### src/rtl/pipe_reg_elastic.sv
// Elastic multi-stage pipeline register with bubble collapse and sync flush; latency STAGES cycles, 1 word/cycle.
// Backpressure: a stalled output holds q; empty stages still advance, and in_ready drops only when full and stalled.
module pipe_reg_elastic #(
  parameter int            N         = 8,
  parameter int            STAGES    = 3,
  parameter logic [N-1:0]  RST_VAL   = '0,
  parameter logic [N-1:0]  FLUSH_VAL = '0
) (
  input  logic                            clk,
  input  logic                            rst_n,
  input  logic                            flush,
  input  logic                            in_valid,
  output logic                            in_ready,
  input  logic [N-1:0]                    d,
  output logic                            out_valid,
  input  logic                            out_ready,
  output logic [N-1:0]                    q,
  output logic [$clog2(STAGES+1)-1:0]     occupancy
);
  localparam int OW = $clog2(STAGES + 1);

  logic [STAGES-1:0] r_v;
  logic [N-1:0]      r_dat [STAGES];

  logic [STAGES-1:0] w_adv;
  logic [STAGES-1:0] w_up_v;
  logic [N-1:0]      w_up_d [STAGES];
  logic              w_carry;
  logic [OW-1:0]     w_occ;

  // A stage may move when the one ahead moves or when it holds nothing.
  always_comb begin
    w_adv             = '0;
    w_carry           = out_ready | ~r_v[STAGES-1];
    w_adv[STAGES-1]   = w_carry;
    for (int i = STAGES - 2; i >= 0; i--) begin
      w_carry  = w_carry | ~r_v[i];
      w_adv[i] = w_carry;
    end
  end

  always_comb begin
    w_up_v    = '0;
    w_up_v[0] = in_valid;
    w_up_d[0] = d;
    for (int i = 1; i < STAGES; i++) begin
      w_up_v[i] = r_v[i-1];
      w_up_d[i] = r_dat[i-1];
    end
  end

  always_comb begin
    w_occ = '0;
    for (int i = 0; i < STAGES; i++) begin
      w_occ = w_occ + OW'(r_v[i]);
    end
  end

  always_ff @(posedge clk or negedge rst_n) begin
    if (!rst_n) begin
      r_v <= '0;
      for (int i = 0; i < STAGES; i++) begin
        r_dat[i] <= RST_VAL;
      end
    end else if (flush) begin
      r_v <= '0;
      for (int i = 0; i < STAGES; i++) begin
        r_dat[i] <= FLUSH_VAL;
      end
    end else begin
      for (int i = 0; i < STAGES; i++) begin
        if (w_adv[i]) begin
          r_v[i] <= w_up_v[i];
          // Data is only replaced by a real word, so an emptied stage keeps its last value.
          if (w_up_v[i]) begin
            r_dat[i] <= w_up_d[i];
          end
        end
      end
    end
  end

  assign in_ready  = w_adv[0] & ~flush & rst_n;
  assign out_valid = r_v[STAGES-1];
  assign q         = r_dat[STAGES-1];
  assign occupancy = w_occ;

endmodule
### config.mk
export PLATFORM = sky130hd
export DESIGN_NAME = pipe_reg_elastic
export DESIGN_NICKNAME = d
export VERILOG_FILES = /design/src/rtl/pipe_reg_elastic.sv
export SDC_FILE = /design/constraint.sdc
export NUM_CORES = 1
export LEC_CHECK = 0
export CORE_MARGIN = 2
export CORE_UTILIZATION = 50
export DETAILED_ROUTE_END_ITERATION = 8
export PLACE_DENSITY = 0.78
export SLEW_MARGIN = 25
export SYNTH_ARGS = -nofsm -noshare
export SYNTH_HDL_FRONTEND = slang
export SYNTH_SLANG_ARGS = --single-unit
### constraint.sdc
create_clock -name clk -period 1.5 [get_ports clk]
set_clock_uncertainty 0.1 [all_clocks]
set_input_delay 0.3 -clock clk [delete_from_list [all_inputs] [get_ports clk]]
set_output_delay 0.3 -clock clk [all_outputs]
set_load 0.1 [all_outputs]
==> flow_summary.json <==
{
  "clock_tree.htree_level_count": 1,
  "wire_length_of_the_first_global_routing_pass_um": 4590,
  "postSynth.asyncResetShare": 1.00,
  "worstHoldPathType": "input pin to async pin",
  "synthMostInstantiatedCell": "sky130_fd_sc_hd__dfrtp_1",
  "grt.total_usage": 0.189,
  "yosys_top_cell_by_area": "sky130_fd_sc_hd__dfrtp_1",
  "yosysUniqueCellTypes": 21,
  "dp_worst_setup_slack_ps": -314,
  "max_cap_violations": 0,
  "boundary_pins": 25,
  "critPathLaunchType": "register",
  "cells_after_synth": 121,
  "place_hpwl_um": 1920,
  "area_growth_syn_to_layout_pct": 40.3,
  "floorplan.initialDensity": 0.537,
  "synth_top_area_share": 0.503,
  "synthTopCellsByArea": "sky130_fd_sc_hd__dfrtp_1 (50%), sky130_fd_sc_hd__mux2i_1 (12%), sky130_fd_sc_hd__nand2b_1 (11%)",
  "timing.final.max_slew_violations": 0,
  "tritoncts.num_buffers": 3,
  "total_wirelength_of_the_detailed_routed_design_um": 2660,
  "status": "finished, violations left",
  "clockRootBuffer": "sky130_fd_sc_hd__clkbuf_4",
  "critical_path.max_fanout": 3,
  "die-area_mm2": 0.00312,
  "end_kind": "output pin",
  "placed_cells": 172,
  "ctsHoldBuffers": 0,
  "setup.worst_path.class": "register to output pin",
  "setup-violations-final": 4,
  "synth_sequential_area_ratio": 0.503,
  "maxSlewHeadroom": 0.779,
  "vdd.ir_drop.worst_uv": 739,
  "synth_commonest_cells": "sky130_fd_sc_hd__dfrtp_1 (27), sky130_fd_sc_hd__nand2b_1 (24), sky130_fd_sc_hd__mux2i_1 (16), sky130_fd_sc_hd__a21oi_1 (10), sky130_fd_sc_hd__buf_4 (9)",
  "max_slew.worst_pin.slew_ps": 332,
  "ff2ff_setup_slack_ps": 0,
  "grt_start_max_net_pins": 36,
  "ys_warn_count": 0,
  "pnr_total_power_w": 0.00136,
  "syn-num-nets": 135,
  "antennaDiodeCount": 0,
  "cts_max_path_buffers": 2,
  "fin_cells": 179,
  "drt_pass1_iterations": 5,
  "final_cell_area_mm2": 0.00188,
  "drt.antenna.violating_nets": 0,
  "die_height_um": 55.8,
  "final_period_minus_worst_setup_slack_ps": 1950,
  "post_drt_via_cell_ratio": 5.26,
  "powerDensity_mw_per_mm2": 723,
  "num_rows": 18,
  "die_x_um": 55.8,
  "clkSinkCount": 27,
  "via_count": 941,
  "drive_gt1_frac": 0.295,
  "number_of_antenna_violations_at_the_first_check_in_global_routing": 0,
  "globalplace.congestion": 0.798,
  "io_buffer_count": 24,
  "final_min_period_over_clock_period": 1.30,
  "worst_ep_required_time_ps": 1100,
  "post_dp_cell_area_mm2": 0.00178,
  "leakagePower_nw": 0.816,
  "number_of_global_route_vias_before_repair": 974,
  "hold_violations": 0,
  "smallest_setup_slack_after_layout_ps": -454,
  "synth.avg_cell_area_um2": 11.1,
  "tritoncts": "built",
  "gr-total-overflow": 0,
  "synth_flop_cell": "sky130_fd_sc_hd__dfrtp_1",
  "timing.fmax_mhz": 512,
  "synth_edf_count": 0,
  "finalCoreUtilization": 0.753,
  "rsz0062_at_grt": "yes",
  "clk_latency_ps": 320,
  "drt_iter0_drc": 20,
  "failed_checks": "setup timing",
  "finalNetCount": 164,
  "clock_pin_transition_on_the_worst_setup_and_hold_timing_paths_ps": 140,
  "synth_seq_cells": 27,
  "remaining_design_rule_violation_count": 0,
  "worst_ep_arrival_ps": 1550,
  "core_mm2": 0.00250,
  "netlist_area_mm2": 0.00134,
  "wire_length_per_cell_after_detailed_routing_um": 14.9
}
-- what timing repair did --
action	4_1_cts	5_1_grt
endpoints found under the setup margin	19	26
endpoints found under the hold margin	0	0
pin swaps	3	3
resized for setup	5	5
setup buffers	3	2
-- metrics by stage --
step / hold slack, ps / setup TNS (ps)
finish: 266 / -1330
global route: 283 / -2170
CTS: 279 / -1370
detailed placement: 425 / -5800
global placement: 422 / -4680
floorplan: -95.6 / -2070
-- cell type report --
type,count,area (um2)
sequential,27,679
tap,30,37.5
clock buffer,3,22.5
inverter,3,11.3
clock inverter,1,7.51
timing repair buffer,39,522
fill,160,617
multi-input combinational,76,603
-- report_power, final --
part	internal (W)	switching [W]	total, W
clock	0.000102	0.000212	0.000314
sequential	0.000751	0.0000112	0.000762
combinational	0.000131	0.000155	0.000285
total	0.000983	0.000378	0.00136
-- metal layers --
| layer | part of all wire | GRT usage |
|---|---|---|
| met3 | 0.041 | 0.0302 |
| met4 | 0.0045 | 0.0612 |
| met5 | 0 | 0 |
| met2 | 0.53 | 0.323 |
| met1 | 0.43 | 0.247 |
-- placed cells by master (no fill, tap or decap), drive strengths merged, types with 3 or more instances in the layout --
cell,instances
o21ai,9
clkbuf,3
inv,3
a21oi,10
nand3,8
mux2i,16
nand2b,24
clkdlybuf4s50,12
dfrtp,27
buf,27
-- state kept, by name, summed over array words and instances, names as in the netlist --
name,flops
r_dat,16
q,8
r_v,3
-- logic make-up (layout without fill, tap and decap cells) --
family	Yosys count	after routing	synth area share
AOI/OAI and AO/OA	23	23	0.115
muxes	16	16	0.119
buffers and inverters	18	46	0.0848
DFF	27	27	0.503
and+or+nand+nor	36	36	0.163
adders and majority gates	1	1	0.0149
-- path summary, 6_finish.rpt --
path                          start            to  depth (start not counted)
min reg2reg                r_dat[9]          q[1]                          2
min                           rst_n          q[4]                          2
max reg2reg                  r_v[2]          q[0]                          6
max in group asynchronous     rst_n        r_v[2]                          2
max                          r_v[2]  occupancy[0]                          2
min in group clk               d[5]     r_dat[21]                          3
-- critical path: stages, from the launching register on --
cell,delay [ps]
sky130_fd_sc_hd__dfrtp_4,510
sky130_fd_sc_hd__fa_1,540
sky130_fd_sc_hd__buf_12,180
Power figures use the tool's default switching activity.
